## config.mk

```make
export PLATFORM = sky130hd
export DESIGN_NAME = uart_rx_flat
export DESIGN_NICKNAME = d
export VERILOG_FILES = /design/src/rtl/uart_rx_if.sv /design/src/rtl/uart_rx.sv /design/src/flat_wrapper.sv
export SDC_FILE = /design/constraint.sdc
export NUM_CORES = 1
export LEC_CHECK = 0
export CORE_AREA = 4 4 73 75
export DETAILED_ROUTE_END_ITERATION = 7
export DIE_AREA = 0 0 77 79
export PLACE_DENSITY = 0.59
export SLEW_MARGIN = 20
export SYNTH_ARGS = -nofsm -noshare
export SYNTH_HDL_FRONTEND = slang
export SYNTH_SLANG_ARGS = --single-unit
```

## constraint.sdc

```tcl
create_clock -name clk -period 3.29 [get_ports clk]
set_input_delay 0.658 -clock clk [delete_from_list [all_inputs] [get_ports clk]]
set_output_delay 0.658 -clock clk [all_outputs]
set_load 0.05 [all_outputs]
```

## src/rtl/uart_rx_if.sv

```systemverilog
//------------------------------------------------------------------------------
// Module      : uart_rx_if
// Description : Signal bundle for the UART receiver. It carries the serial line
//               into the receiver and the received byte and status strobes out.
//               - rxd       : serial line, idle high
//               - data      : last correctly received byte
//               - valid     : one-cycle strobe, new byte on data
//               - frame_err : one-cycle strobe, bad stop bit
//               - busy      : frame in progress
//               The receiver uses the slave modport. The line driver and the
//               consumer use the master modport.
// Revision    : 1.0 - initial release
//------------------------------------------------------------------------------
`default_nettype none

interface uart_rx_if;
    logic       rxd;
    logic [7:0] data;
    logic       valid;
    logic       frame_err;
    logic       busy;

    modport master (
        output rxd,
        input  data,
        input  valid,
        input  frame_err,
        input  busy
    );

    modport slave (
        input  rxd,
        output data,
        output valid,
        output frame_err,
        output busy
    );
endinterface

`default_nettype wire

```

## src/rtl/uart_rx.sv

```systemverilog
//------------------------------------------------------------------------------
// Module      : uart_rx
// Description : 8N1 UART receiver. A start edge is validated at the centre of
//               the start bit. Each data bit is then sampled at its centre, and
//               the stop bit is checked at its centre.
// Ports       : clk - clock, rising edge
//               rst - asynchronous active-high reset
//               bus - uart_rx_if.slave, carrying rxd in and
//                     data/valid/frame_err/busy out
// Revision    : 1.0 - initial release
//------------------------------------------------------------------------------
`default_nettype none

module uart_rx #(
    parameter int F_CLK = 50000000,
    parameter int BAUD  = 38400
) (
    input  wire        clk,
    input  wire        rst,
    uart_rx_if.slave   bus
);

    localparam int NB = F_CLK / BAUD;           // clocks per bit
    localparam int CW = $clog2(NB);
    localparam logic [CW-1:0] c_half_m1 = CW'(NB / 2 - 1);
    localparam logic [CW-1:0] c_bit_m1  = CW'(NB - 1);

    typedef enum logic [2:0] {
        S_IDLE      = 3'd0,
        S_START     = 3'd1,
        S_DATA      = 3'd2,
        S_STOP      = 3'd3,
        S_WAIT_IDLE = 3'd4
    } state_t;

    state_t          r_state, w_state_n;
    logic [1:0]      r_sync;
    logic [CW-1:0]   r_cnt, w_cnt_n;
    logic [2:0]      r_idx, w_idx_n;
    logic [7:0]      r_sr, w_sr_n;
    logic [7:0]      r_data, w_data_n;
    logic            r_valid, w_valid_n;
    logic            r_ferr, w_ferr_n;
    logic            w_rs;

    // The synchronizer resets to the idle level, so reset release on an idle
    // line cannot look like a start edge.
    assign w_rs = r_sync[1];

    always_ff @(posedge clk or posedge rst) begin
        if (rst) begin
            r_sync  <= 2'b11;
            r_state <= S_IDLE;
            r_cnt   <= '0;
            r_idx   <= 3'd0;
            r_sr    <= 8'h00;
            r_data  <= 8'h00;
            r_valid <= 1'b0;
            r_ferr  <= 1'b0;
        end else begin
            r_sync  <= {r_sync[0], bus.rxd};
            r_state <= w_state_n;
            r_cnt   <= w_cnt_n;
            r_idx   <= w_idx_n;
            r_sr    <= w_sr_n;
            r_data  <= w_data_n;
            r_valid <= w_valid_n;
            r_ferr  <= w_ferr_n;
        end
    end

    always_comb begin
        w_state_n = r_state;
        w_cnt_n   = r_cnt + CW'(1);
        w_idx_n   = r_idx;
        w_sr_n    = r_sr;
        w_data_n  = r_data;
        w_valid_n = 1'b0;
        w_ferr_n  = 1'b0;
        case (r_state)
            S_IDLE: begin
                w_cnt_n = '0;
                if (!w_rs) begin
                    w_state_n = S_START;
                end
            end
            S_START: begin
                // Half a bit after the falling edge: the line must still be
                // low. Otherwise the edge was a glitch.
                if (r_cnt == c_half_m1) begin
                    w_cnt_n   = '0;
                    w_idx_n   = 3'd0;
                    w_state_n = w_rs ? S_IDLE : S_DATA;
                end
            end
            S_DATA: begin
                if (r_cnt == c_bit_m1) begin
                    w_cnt_n = '0;
                    // LSB arrives first, so shifting in from the top leaves
                    // the first bit in sr[0] after eight samples.
                    w_sr_n  = {w_rs, r_sr[7:1]};
                    w_idx_n = r_idx + 3'd1;
                    if (r_idx == 3'd7) begin
                        w_state_n = S_STOP;
                    end
                end
            end
            S_STOP: begin
                if (r_cnt == c_bit_m1) begin
                    w_cnt_n = '0;
                    if (w_rs) begin
                        w_data_n  = r_sr;
                        w_valid_n = 1'b1;
                        w_state_n = S_IDLE;
                    end else begin
                        w_ferr_n  = 1'b1;
                        w_state_n = S_WAIT_IDLE;
                    end
                end
            end
            S_WAIT_IDLE: begin
                // Wait out a break: a low line here is not a new start bit.
                w_cnt_n = '0;
                if (w_rs) begin
                    w_state_n = S_IDLE;
                end
            end
            default: begin
                w_cnt_n   = '0;
                w_state_n = S_IDLE;
            end
        endcase
    end

    assign bus.data      = r_data;
    assign bus.valid     = r_valid;
    assign bus.frame_err = r_ferr;
    assign bus.busy      = (r_state != S_IDLE);

endmodule

`default_nettype wire

```

## src/flat_wrapper.sv

```systemverilog
// flat-port wrapper written by rule: the top's interface ports become plain ports
module uart_rx_flat 
#(
    parameter int F_CLK = 50000000,
    parameter int BAUD  = 38400
)
  (clk, rst, bus_rxd, bus_data, bus_valid, bus_frame_err, bus_busy);
  uart_rx_if bus_i ();
  input  wire clk;
  input  wire rst;
  input wire logic [$bits(bus_i.rxd)-1:0] bus_rxd;
  output wire logic [$bits(bus_i.data)-1:0] bus_data;
  output wire logic [$bits(bus_i.valid)-1:0] bus_valid;
  output wire logic [$bits(bus_i.frame_err)-1:0] bus_frame_err;
  output wire logic [$bits(bus_i.busy)-1:0] bus_busy;
  assign bus_i.rxd = bus_rxd;
  assign bus_data = bus_i.data;
  assign bus_valid = bus_i.valid;
  assign bus_frame_err = bus_i.frame_err;
  assign bus_busy = bus_i.busy;
  uart_rx #(.F_CLK(F_CLK), .BAUD(BAUD)) u_core (.clk(clk), .rst(rst), .bus(bus_i));
endmodule
```

# Yosys cells after proc, flatten, opt, wreduce, memory -nomap -nowiden
# Index checks and enable logic that the tools add are counted.
[word_totals] reg_bits=37 in_bits=3
[classes] addsub=2 eq_ne=13 muxes=21 n_reduce_logical=8
[op_table] cell="2-to-1 mux 3 bit" n=9
[op_table] cell="2-to-1 mux 11 bit" n=2
[op_table] cell="case mux 11 bit (2 select lines)" n=1
[op_table] cell="case mux 3 bit (5 select lines)" n=1
[op_table] cell="adder 11 x 1 -> 11 bit, second input constant" n=1
[op_table] cell="equality test 11 x 10 -> 1 bit, second input constant" n=1
[op_table] cell="equality test 11 bit, second input constant" n=1
[op_table] cell="!= test 2 x 1 -> 1 bit, second input constant" n=5
[op_table] cell="equality test 3 x 2 -> 1 bit, second input constant" n=2
[op_table] cell="equality test 3 bit, second input constant" n=2
[op_table] cell="2-to-1 mux 1 bit" n=6
[op_table] cell="case mux 3 bit (2 select lines)" n=1
[op_table] cell="AND reduction 3 bit" n=2
[op_table] cell="AND reduction 6 bit" n=1
[op_table] cell="adder 3 x 1 -> 3 bit, second input constant" n=1
[op_table] cell="equality test 3 x 1 -> 1 bit, second input constant" n=1
[op_table] cell="zero test 3 bit" n=1
[op_table] cell="nonzero test 3 bit" n=1
[op_table] cell="2-to-1 mux 2 bit" n=1
[op_table] cell="!= test 2 bit, second input constant" n=1
[op_table] cell="AND reduction 2 bit" n=1
[op_table] cell="nonzero test 2 bit" n=1
[op_table] cell="OR reduction 2 bit" n=1

# Logic depth before layout (Yosys ltp)
[logic_depth] word_depth=4 ltp_mapped=7 ltp_nobuf=6

# Worst setup path before layout
# No wires, ideal clock.
[synth_timing] path_type="reg2out" start="reg u_core.r_state[1]" end="out bus_busy" arrival_time_ns=1.007 required_ns=2.632 setup_slack_ns=1.625 path_stages_with_launch=2 path_buffers=0 cell_sequence="dfrtp_1 > or3_1"
[synth_via] elab_chain_cells=1
[synth_rtl] element="from (decl)" line="uart_rx.sv:36" rtl="state_t r_state, w_state_n;"
[synth_rtl] element="from (signal assigned)" line="uart_rx.sv:62" rtl="r_state <= w_state_n;"
[synth_rtl] element="nonzero test 3 bit" line="uart_rx.sv:138" rtl="assign bus.busy = (r_state != S_IDLE);"
[synth_rtl] element="to (decl)" line="flat_wrapper.sv:15" rtl="output wire logic [$bits(bus_i.busy)-1:0] bus_busy;"
# Every way passes these cells.

# Final worst setup path
[layout_timing] start="reg u_core.r_state[0]" end="out bus_busy"
# The elaborated chain is that of the path after synthesis.

==> run_results.csv <==
group,metric,value,unit
run_status,status,"finished, final reports clean",
power,power_density_over_the_cells,433.7,nW/um2
cells_and_area,multi_input_comb_area,748.2,um2
power,leakagePower,0.9416,nW
grt,global_route.usage.total,0.1135,
sta,hold_viol,0,
grt,first_global_vias,1114,
flow_run,max_capacitance_violation_count,0,
sta,rsz0062_at_grt,"no",
sta,period_needed,2488,ps
cts,post_cts_hold_buffer_count,0,
sta,finalHoldWorstSlack,352.6,ps
sta,tightestPinTransition,853.4,ps
cells_and_area,nets,165,
place,routabilityCongestion,0.7617,
route,routed-via-count,1089,
grt,global_route_wire_length_before_repair,5388,um
route,dr.pass1.iters,4,
route,wl_per_cell,13.98,um
sta,slew_headroom,0.4311,
cts,cts.reportedPaths.clkPinSlew,70,ps
place,post_place_cells,204,
synth,synth_top_family_by_area,"simple AND/OR/NAND/NOR gates",
worst_setup_path,cp.required,2630,ps
cells_and_area,layout_commonest_cell,"sky130_fd_sc_hd__dfrtp_1",
sta,fmax,0.4019,GHz
synth,netlist.top_cell.by_area,"sky130_fd_sc_hd__dfrtp_1",
die,io_pins,14,
cts,htree_num_levels,2,
cts,resized_after_cts,0,
worst_setup_path,worst_ep_arrival_time,1830,ps
cells_and_area,register_area,928.4,um2
worst_hold_path,min_path_type,"flip-flop to flip-flop",
power,report.power.total,0.8780,mW
worst_setup_path,startpoint_kind_of_the_worst_setup_timing_path,"flip-flop",
synth,synth-warning-count,0,
sta,layout_worst_path_cycle_share,0.7562,
die,die_height,79,um
cts,tritoncts,"built",
cts,ctsLongestPathBuffers,2,
die,initial_core_util,0.3670,
route,detail-route-antenna-nets,0,
synth,netlist.area_leader.share,0.5121,
sta,setup_viol_count_final,0,
cts,cts.sinks,37,
cells_and_area,area_growth,18.36,%
worst_setup_path,cp_max_stage_delay,710,ps
place,place_hpwl,2075,um
synth,syn-num-nets,145,
die,floorplan.core_area,4661,um2
cells_and_area,post_route_cells_drive_above_1_share,0.2278,
synth,synthXorXnorAreaFrac,0.05121,
cts,cts-buffers-inserted,5,
cells_and_area,final.fill_count,447,
sta,fin_worst_skew,4.818,ps
cts,cts_root_buffer,"sky130_fd_sc_hd__clkbuf_8",
die,placement_rows,25,
die,area_of_the_die,6083,um2
grt,grt_max_degree,38,
route,first_iter_violations,60,
synth,synth-compound-area-share,0.03877,
synth,synth_seq_area_share,0.5428,
synth,ys_top_cells_by_area,"sky130_fd_sc_hd__dfrtp_1 51%, sky130_fd_sc_hd__mux2_2 11%, sky130_fd_sc_hd__ha_1 3.7%",
sta,maxSlewViolCount,0,
route,via_per_inst,5.137,
worst_setup_path,timing.critical_path.fanout_max,8,
grt,antenna_violations_before_repair,0,
route,post-route-drc-count,0,
place,portBuffers,13,
cts,postCtsSetupRepairBufs,0,
cts,worst_skew_pair.late_latency,290,ps
grt,grt.overflow.total,0,
cells_and_area,layout.cells.most_common_list,"35 x sky130_fd_sc_hd__dfrtp_1, 16 x sky130_fd_sc_hd__mux2_2, 14 x sky130_fd_sc_hd__nor2_1",
route,finalWirelength,2964,um
synth,synth_mux_area_frac,0.1229,
synth,post_synth_num_cell_types,37,
die,die_width,77,um
synth,ys_ff_latch,37,
worst_setup_path,critical_path.cell_chain,"or3_1, clkdlybuf4s50_1",
synth,synth-adder-area-share,0.03658,
sta,total_negative_setup_slack,0,ps
synth,synth_area_per_cell,12.48,um2
synth,syn-instance-count,137,
worst_setup_path,crit_path_top_delay_cell,"sky130_fd_sc_hd__clkdlybuf4s50_1",
cells_and_area,antennaDiodeCount,0,
worst_setup_path,cp-end-kind,"primary output",
worst_setup_path,criticalPathCategory,"flip-flop to primary output",
cells_and_area,layout.cells.non_filler,212,
synth,synth-simple-area-share,0.1880,
power,maximum_vdd_drop,0.0001495,V
synth,synthesis.area,1710,um2
==> cell usage after synthesis (all sizes together) <==
master   n
mux2    16
and4bb   1
dfstp    2
nor4b    1
nand2b   1
nand3    7
and4     1
buf      1
nor3     2
xnor2    5
nand2    9
dfrtp   35
mux2i    3
and4b    2
o221ai   1
ha       5
nand4    2
inv      7
xor2     5
and3     1
nor2    16
nor4     1
nor3b    1
o41ai    1
o21ai    2
nor2b    1
or3      3
nand4b   1
o31ai    1
a22oi    1
a21oi    2
==> per-stage QoR <==
stage	setup slack [ps]	cell area (um2)	utilization
after floorplan	1625	1710	-
after global routing	738.3	2024	0.4344
final	802.0	2024	0.4344
after global placement	1123	1908	0.4094
after detailed placement	1114	1908	0.4094
after CTS	791.8	2024	0.4344
==> layout make-up <==
type,count,share of cell area
flip-flops and latches,37,0.4586
multi-input cells,92,0.3696
repair buffers,14,0.06799
clock buffers,7,0.04265
well taps,54,0.03337
clock inverters,1,0.01483
inverters,7,0.01298
==> kinds of logic after synthesis <==
kind of cell	after synthesis
adder cells (fa/ha/maj)	5
flip-flops	37
multiplexers	19
AND/OR/NAND/NOR	50
XOR/XNOR	10
AO/OA/AOI/OAI	8
buffers and inverters	8
==> routing by layer <==
| metal | vias to the layer above | global-route usage | part of all wire |
|---|---|---|---|
| li1 | 515 | - | - |
| met1 | 548 | 0.1299 | 0.43 |
| met2 | 21 | 0.1916 | 0.51 |
| met3 | 5 | 0.03855 | 0.046 |
| met4 | 0 | 0.05338 | 0.019 |
| met5 | - | 0 | 0 |
==> flip-flops by register name (all words and copies together) (netlist names) <==
name                  count
u_core.r_idx              3
u_core.r_state            3
u_core.r_sr               8
u_core.r_sync             2
u_core.bus.valid          1
u_core.r_cnt             11
u_core.bus.data           8
u_core.bus.frame_err      1
==> report_power, final <==
part | total (mW) | switching [mW] | internal (mW)
combinational | 0.0123 | 0.00921 | 0.00307
sequential | 0.458 | 0.00116 | 0.457
clock | 0.408 | 0.161 | 0.247
==> path summary, 6_finish.rpt <==
path,from,end,slack [ps],cells after the start
worst max register to register,u_core.r_cnt[1]$_DFF_PP0_,u_core.r_cnt[9]$_DFF_PP0_,1250,6
max in group asynchronous,rst,u_core.r_sync[0]$_DFF_PP1_,2150,3
min in group asynchronous,rst,u_core.bus.data[4]$_DFFE_PP0P_,780,3
worst min-delay path,u_core.r_sync[0]$_DFF_PP1_,u_core.r_sync[1]$_DFF_PP1_,350,0
worst max-delay path,u_core.r_state[0]$_DFFE_PP0P_,bus_busy,800,2
worst min register to register,u_core.r_sync[0]$_DFF_PP1_,u_core.r_sync[1]$_DFF_PP1_,350,0
==> critical path: cells and delay by family (launching register included) <==
family / cells / cell delay, ps
and+or+nand+nor: 1 / 370
buffers and inverters: 1 / 710
DFF: 1 / 470
Note: power is estimated with default switching activity, not from simulation.
